--- src/rtl/twi_byte_engine.sv ---
// twi_byte_engine -- byte-level two-wire (I2C-style) bus master.
//
// One command at a time: START, WRITE (8 bits + slave ACK), READ (8 bits +
// master ACK/NACK) or STOP. Every bus bit is split into four equal phases.
// Each phase lasts CLK_DIV clock cycles. The slave may stretch the clock
// while SCL is released.
//
// Handshake: a command is taken on a rising edge where iCmdValid and
// oCmdReady are both 1. oCmdReady is low from the next cycle until the cycle
// after the one-cycle oDone pulse. iCmdValid while oCmdReady is low is ignored.
//
// Ports:
//   iClk, iResetN        clock and asynchronous active-low reset
//   iCmdValid, iCmd      command request / code (1 START, 2 WRITE, 3 READ,
//                        4 STOP, others NOP)
//   iTxData, iRxNack     WRITE byte and READ ack-bit value, taken on accept
//   oCmdReady, oDone     idle indication, completion pulse
//   oRxData, oAckErr     last READ byte, NACK seen on last WRITE
//   oBusOwned            START issued and no STOP completed since
//   iSda, iScl           raw bus levels (synchronized internally)
//   oSda, oScl           open-drain controls (0 pulls low, 1 releases)
//   oState               current FSM state, for debug and checkers
module twi_byte_engine #(
    parameter int CLK_DIV = 250
) (
    input  logic       iClk,
    input  logic       iResetN,
    input  logic       iCmdValid,
    input  logic [2:0] iCmd,
    input  logic [7:0] iTxData,
    input  logic       iRxNack,
    output logic       oCmdReady,
    output logic       oDone,
    output logic [7:0] oRxData,
    output logic       oAckErr,
    output logic       oBusOwned,
    input  logic       iSda,
    input  logic       iScl,
    output logic       oSda,
    output logic       oScl,
    output logic [2:0] oState
);

    localparam int            CW     = $clog2(CLK_DIV);
    localparam logic [CW-1:0] RELOAD = CW'(CLK_DIV - 1);

    localparam logic [2:0] CMD_START = 3'd1;
    localparam logic [2:0] CMD_WRITE = 3'd2;
    localparam logic [2:0] CMD_READ  = 3'd3;
    localparam logic [2:0] CMD_STOP  = 3'd4;

    typedef enum logic [2:0] {
        IDLE  = 3'd0,
        START = 3'd1,
        WRBIT = 3'd2,
        WRACK = 3'd3,
        RDBIT = 3'd4,
        RDACK = 3'd5,
        STOP  = 3'd6,
        DONE  = 3'd7
    } state_t;

    state_t        r_state;
    state_t        w_state_nxt;
    logic [CW-1:0] r_cnt;
    logic [1:0]    r_phase;
    logic [3:0]    r_bit;
    logic [2:0]    r_cmd;
    logic [7:0]    r_tx;
    logic [7:0]    r_rx;
    logic          r_ack;
    logic          r_nack;
    logic          r_done;
    logic          r_bus_owned;
    logic [7:0]    r_rx_data;
    logic          r_ack_err;
    logic [1:0]    r_sda_sync;
    logic [1:0]    r_scl_sync;
    logic [1:0]    r_scl_echo;
    logic          r_sda_hold;
    logic          r_scl_hold;

    logic w_sda_s;
    logic w_scl_s;
    logic w_accept;
    logic w_active;
    logic w_scl_hi;
    logic w_stretch;
    logic w_tick;
    logic w_phase_end;
    logic w_sample;
    logic w_sda;
    logic w_scl;

    assign w_sda_s  = r_sda_sync[1];
    assign w_scl_s  = r_scl_sync[1];
    assign w_accept = iCmdValid && oCmdReady;
    assign w_active = (r_state != IDLE) && (r_state != DONE);
    assign w_scl_hi = (r_phase == 2'd1) || (r_phase == 2'd2);

    // r_scl_echo is our own SCL delayed by the synchronizer depth. A low
    // synchronized SCL only counts as stretching once our release has had
    // time to reach the synchronizer output; otherwise every rising edge
    // would look stretched for two cycles.
    assign w_stretch   = w_active && w_scl_hi && r_scl_echo[1] && !w_scl_s;
    assign w_tick      = w_active && (r_cnt == '0) && !w_stretch;
    assign w_phase_end = w_tick && (r_phase == 2'd3);
    assign w_sample    = w_tick && (r_phase == 2'd1);

    // Bus lines follow the current phase while a command runs; otherwise
    // they keep the last driven value (the final phase of the last command).
    always_comb begin
        w_state_nxt = r_state;
        w_sda       = r_sda_hold;
        w_scl       = r_scl_hold;
        case (r_state)
            IDLE: begin
                if (w_accept) begin
                    case (iCmd)
                        CMD_START: w_state_nxt = START;
                        CMD_WRITE: w_state_nxt = WRBIT;
                        CMD_READ:  w_state_nxt = RDBIT;
                        CMD_STOP:  w_state_nxt = STOP;
                        default:   w_state_nxt = DONE;
                    endcase
                end
            end
            START: begin
                w_sda = (r_phase < 2'd2);
                w_scl = (r_phase != 2'd3);
                if (w_phase_end) w_state_nxt = DONE;
            end
            WRBIT: begin
                w_sda = r_tx[7];
                w_scl = w_scl_hi;
                if (w_phase_end && (r_bit == 4'd7)) w_state_nxt = WRACK;
            end
            WRACK: begin
                w_sda = 1'b1;
                w_scl = w_scl_hi;
                if (w_phase_end) w_state_nxt = DONE;
            end
            RDBIT: begin
                w_sda = 1'b1;
                w_scl = w_scl_hi;
                if (w_phase_end && (r_bit == 4'd7)) w_state_nxt = RDACK;
            end
            RDACK: begin
                w_sda = r_nack;
                w_scl = w_scl_hi;
                if (w_phase_end) w_state_nxt = DONE;
            end
            STOP: begin
                w_sda = (r_phase == 2'd3);
                w_scl = (r_phase != 2'd0);
                if (w_phase_end) w_state_nxt = DONE;
            end
            DONE: begin
                w_state_nxt = IDLE;
            end
            default: begin
                w_state_nxt = IDLE;
            end
        endcase
    end

    always_ff @(posedge iClk or negedge iResetN) begin
        if (!iResetN) begin
            r_state <= IDLE;
        end else begin
            r_state <= w_state_nxt;
        end
    end

    always_ff @(posedge iClk or negedge iResetN) begin
        if (!iResetN) begin
            r_cnt       <= '0;
            r_phase     <= 2'd0;
            r_bit       <= 4'd0;
            r_cmd       <= 3'd0;
            r_tx        <= 8'h00;
            r_rx        <= 8'h00;
            r_ack       <= 1'b0;
            r_nack      <= 1'b0;
            r_done      <= 1'b0;
            r_bus_owned <= 1'b0;
            r_rx_data   <= 8'h00;
            r_ack_err   <= 1'b0;
            r_sda_sync  <= 2'b11;
            r_scl_sync  <= 2'b11;
            r_scl_echo  <= 2'b11;
            r_sda_hold  <= 1'b1;
            r_scl_hold  <= 1'b1;
        end else begin
            r_sda_sync <= {r_sda_sync[0], iSda};
            r_scl_sync <= {r_scl_sync[0], iScl};
            r_scl_echo <= {r_scl_echo[0], w_scl};
            r_sda_hold <= w_sda;
            r_scl_hold <= w_scl;
            r_done     <= (r_state == DONE);

            if (w_accept) begin
                r_cnt   <= RELOAD;
                r_phase <= 2'd0;
                r_bit   <= 4'd0;
                r_cmd   <= iCmd;
                r_tx    <= iTxData;
                r_nack  <= iRxNack;
            end else if (w_active && !w_stretch) begin
                if (r_cnt != '0) begin
                    r_cnt <= r_cnt - CW'(1);
                end else begin
                    r_cnt   <= RELOAD;
                    r_phase <= r_phase + 2'd1;
                    if (r_phase == 2'd3) begin
                        r_bit <= r_bit + 4'd1;
                        if (r_state == WRBIT) r_tx <= {r_tx[6:0], 1'b0};
                    end
                end
            end

            if (w_sample) begin
                if (r_state == RDBIT) r_rx  <= {r_rx[6:0], w_sda_s};
                if (r_state == WRACK) r_ack <= w_sda_s;
            end

            // Visible results change together with the oDone pulse.
            if (r_state == DONE) begin
                case (r_cmd)
                    CMD_START: r_bus_owned <= 1'b1;
                    CMD_STOP:  r_bus_owned <= 1'b0;
                    CMD_WRITE: r_ack_err   <= r_ack;
                    CMD_READ:  r_rx_data   <= r_rx;
                    default:   ;
                endcase
            end
        end
    end

    assign oCmdReady = (r_state == IDLE) && !r_done;
    assign oDone     = r_done;
    assign oRxData   = r_rx_data;
    assign oAckErr   = r_ack_err;
    assign oBusOwned = r_bus_owned;
    assign oSda      = w_sda;
    assign oScl      = w_scl;
    assign oState    = r_state;

endmodule

--- config.mk ---
export PLATFORM = sky130hd
export DESIGN_NAME = twi_byte_engine
export DESIGN_NICKNAME = d
export VERILOG_FILES = /design/src/rtl/twi_byte_engine.sv
export SDC_FILE = /design/constraint.sdc
export NUM_CORES = 1
export LEC_CHECK = 0
export ABC_AREA = 1
export ABC_CLOCK_PERIOD_IN_PS = 2000
export CAP_MARGIN = 25
export CORE_MARGIN = 2
export CORE_UTILIZATION = 40
export DETAILED_ROUTE_END_ITERATION = 16
export GPL_TIMING_DRIVEN = 0
export PLACE_DENSITY_LB_ADDON = 0.12
export SYNTH_ARGS = -nofsm -noshare
export SYNTH_HDL_FRONTEND = slang
export SYNTH_SLANG_ARGS = --single-unit
--- constraint.sdc ---
create_clock -name iClk -period 2 [get_ports iClk]
set_input_delay 0.2 -clock iClk [delete_from_list [all_inputs] [get_ports iClk]]
set_output_delay 0.2 -clock iClk [all_outputs]
set_load 0.01 [all_outputs]
==> flow_summary.yaml <==
layout:
  layout_common_cells: "nand2_1, dfrtp_1, o21ai_0"
  n_antenna_cell: 0
  final_nets: 380
  n_fill_cell: 631
  area_growth_syn_to_layout_pct: 23.2
  multi_input_area_sq_um: 1230
  seq_area_sq_um: 1410
  mostFrequentLayoutCell: "nand2_1"
  final_area_sq_um: 3430
  drive_gt1_share_pct: 18.2
route:
  firstDrtPassIters: 4
  wirelength_mm: 5.34
  wl_per_cell_um: 12.2
  drt_iter0_markers: 82
  vias: 2148
  drc_errors: 0
  ant_nets: 0
  via_per_inst: 4.90
setup_path:
  cp-start-kind: "flip-flop"
  worstPathMaxFanout: 6
  cpPeakStageDelay_ns: 0.48
  rrSetupSlack_ns: 0.19
  end_kind: "output port"
  path_class: "reg2out"
  reg2reg_depth: 10
  cp.required_ns: 1.80
  reg2reg_to: "r_tx[5]"
  r2r_start: "r_phase[0]"
  crit_top_cell: "o21ai_0"
  crit_start: "oState[2]"
  slowest_stage: "dfrtp_2"
  cp.arrival_ns: 1.72
  cp_cell_sequence: "inv_4 -> nor2_1 -> o21ai_0 -> o21ai_0 -> a211o_2 -> clkdlybuf4s15_1"
timing:
  period_share_pct: 96.1
  fin_crit_ns: 1.92
  max_freq_mhz: 520
  setup_viol: 0
  hold_violations: 0
  skew_ns: 0.00752
  slew_headroom_pct: 65.2
  maxSlewViolCount: 0
  worst_slack_ns: 0.0782
  worstMarginPinSlew_ns: 0.522
  rsz0062_at_grt: "yes"
placed_design:
  hpwl_mm: 3.93
  gp_congestion: 0.818
  numPortBuffers: 33
  post-place-ws_ns: -0.237
  place_area_sq_um: 3230
floorplan:
  die-height_um: 87.4
  core_area_sq_um: 6760
  die_w_um: 87.4
  start_util_pct: 41.2
  rows: 30
  ioPinCount: 34
  dieArea_sq_um: 7640
cts:
  cts_tree: "yes"
  clk_latency_ns: 0.32
  htree_levels: 2
  cts-root-buf: "clkbuf_8"
  cts_max_path_buffers: 2
  clkTransAtPathRegs_ns: 0.10
  cts_made_buffers: 5
  cts_sinks: 56
synth:
  synth_ff_type: "dfrtp_1"
  syn-num-nets: 332
  syn_inst: 309
  synth.distinct_cells: 36
  yosysSeqAreaShare_pct: 50.7
  ys_warn_count: 0
  synth-seq-cells: 56
  synth_edf_count: 0
  netlist_area_sq_um: 2780
  async_flop_share_pct: 100
  syn_avg_cell_area_sq_um: 9.01
grt:
  grt_pass1_vias: 2100
  grt_max_degree: 36
  grt_pass1_wl_mm: 9.70
  grt-ovfl-total: 0
  antenna_found_initial: 0
  grt_usage_pct: 15.9
hold_path:
  worstHoldStart: "iSda"
  whs_endpoint: "r_sda_sync[0]"
  hold_class: "in2reg"
  hold_path_depth: 1
outcome:
  status: "completed"
pwr:
  vdd_ir_drop_max_v: 0.000342
  p_leak_uw: 0.00156
  p_per_area_nw_per_um2: 576
run:
  drv_cap: 0
## worst max-delay path by stage
stage	end	slack (ns)	cells past startpoint
6_report	oScl	0.08	6
5_1_grt	oScl	-0.006	6
4_1_cts	oScl	0.008	6
3_5_place_dp	oSda	-0.24	5
3_3_place_gp	oRxData[6]	-1.10	1
2_1_floorplan	r_cnt[3]	0.30	9
## worst max-delay path: cells and delay by family (launching register included)
family          cells  cell delay, ns
compound gates      3            0.52
buf+inv             2            0.35
simple gates        1            0.06
flops               1            0.48
## Yosys cell counts, types with 2 or more instances
| master | number | area (sq um) |
|---|---|---|
| nor2_4 | 4 | 45.0 |
| buf_6 | 2 | 22.5 |
| inv_1 | 30 | 113 |
| buf_2 | 2 | 10.0 |
| mux2_2 | 2 | 22.5 |
| o31ai_1 | 3 | 22.5 |
| o21ai_0 | 34 | 170 |
| nor2_1 | 22 | 82.6 |
| a21oi_1 | 6 | 30.0 |
| o21ai_2 | 8 | 70.1 |
| nand3_4 | 2 | 35.0 |
| nand4_1 | 2 | 12.5 |
| dfrtp_1 | 49 | 1230 |
| nand3_1 | 16 | 80.1 |
| nand2_4 | 2 | 22.5 |
| a22oi_1 | 2 | 15.0 |
| nor3_1 | 2 | 10.0 |
| dfstp_2 | 7 | 184 |
| xor2_1 | 5 | 43.8 |
| ha_1 | 6 | 75.1 |
| nand2_1 | 88 | 330 |
## layer usage
| layer | vias up | global-route usage [%] | wire length (um) |
|---|---|---|---|
| li1 | 1109 | - | - |
| met1 | 1002 | 22.0 | 2630 |
| met2 | 30 | 25.3 | 2460 |
| met3 | 7 | 3.22 | 169 |
| met4 | 0 | 4.48 | 74 |
| met5 | - | 0 | 0 |
## final cells by class
cell class | count | area share (%)
tap | 80 | 2.92
buffer | 5 | 1.06
clock buffer | 5 | 2.01
clock inverter | 3 | 1.39
multi-input combinational | 215 | 35.8
sequential | 56 | 41.2
inverter | 33 | 4.12
timing repair buffer | 41 | 11.5
## report_power, final
| group | internal (uW) | switching (uW) |
|---|---|---|
| clock | 378 | 389 |
| combinational | 33.4 | 33.4 |
| sequential | 1140 | 2.01 |
| total | 1550 | 425 |
## flip-flops by register name, indices dropped and copies added, names as in the netlist
register	flops
r_rx	8
r_nack	1
oState	3
oBusOwned	1
r_ack	1
r_bit	4
r_cmd	3
oRxData	8
r_phase	2
r_sda_sync	2
oAckErr	1
r_scl_echo	2
r_sda_hold	1
oDone	1
r_cnt	8
r_scl_sync	2
r_tx	8
## kinds of logic after synthesis
kind of cell	synth area share [%]
AOI/OAI and AO/OA	13.8
buffers and inverters	6.29
and+or+nand+nor	24.1
DFF	50.7
muxes	0.809
xor gates and xnor gates	1.57
adders and majority gates	2.70
## stage by stage
step	hold WS, ns	TNS (ns)	cells	util, %	power [uW]
2_1_floorplan	-0.0956	0	309	-	1170
3_3_place_gp	0.347	-57.01	422	47.6	1230
3_5_place_dp	0.204	-0.237	423	47.8	1230
4_1_cts	0.268	0	437	50.4	2010
5_1_grt	0.269	-0.00611	438	50.8	2060
6_report	0.280	0	438	50.8	1980
## repair_timing
action / in CTS / in global routing
setup endpoints to repair: 3 / 10
gates resized for setup: 13 / 5
setup buffers: 5 / 1
hold buffers: 1 / 0
hold endpoints to repair: 21 / 0
pin swaps: 2 / 1
Note: power is estimated with default switching activity, not from simulation.
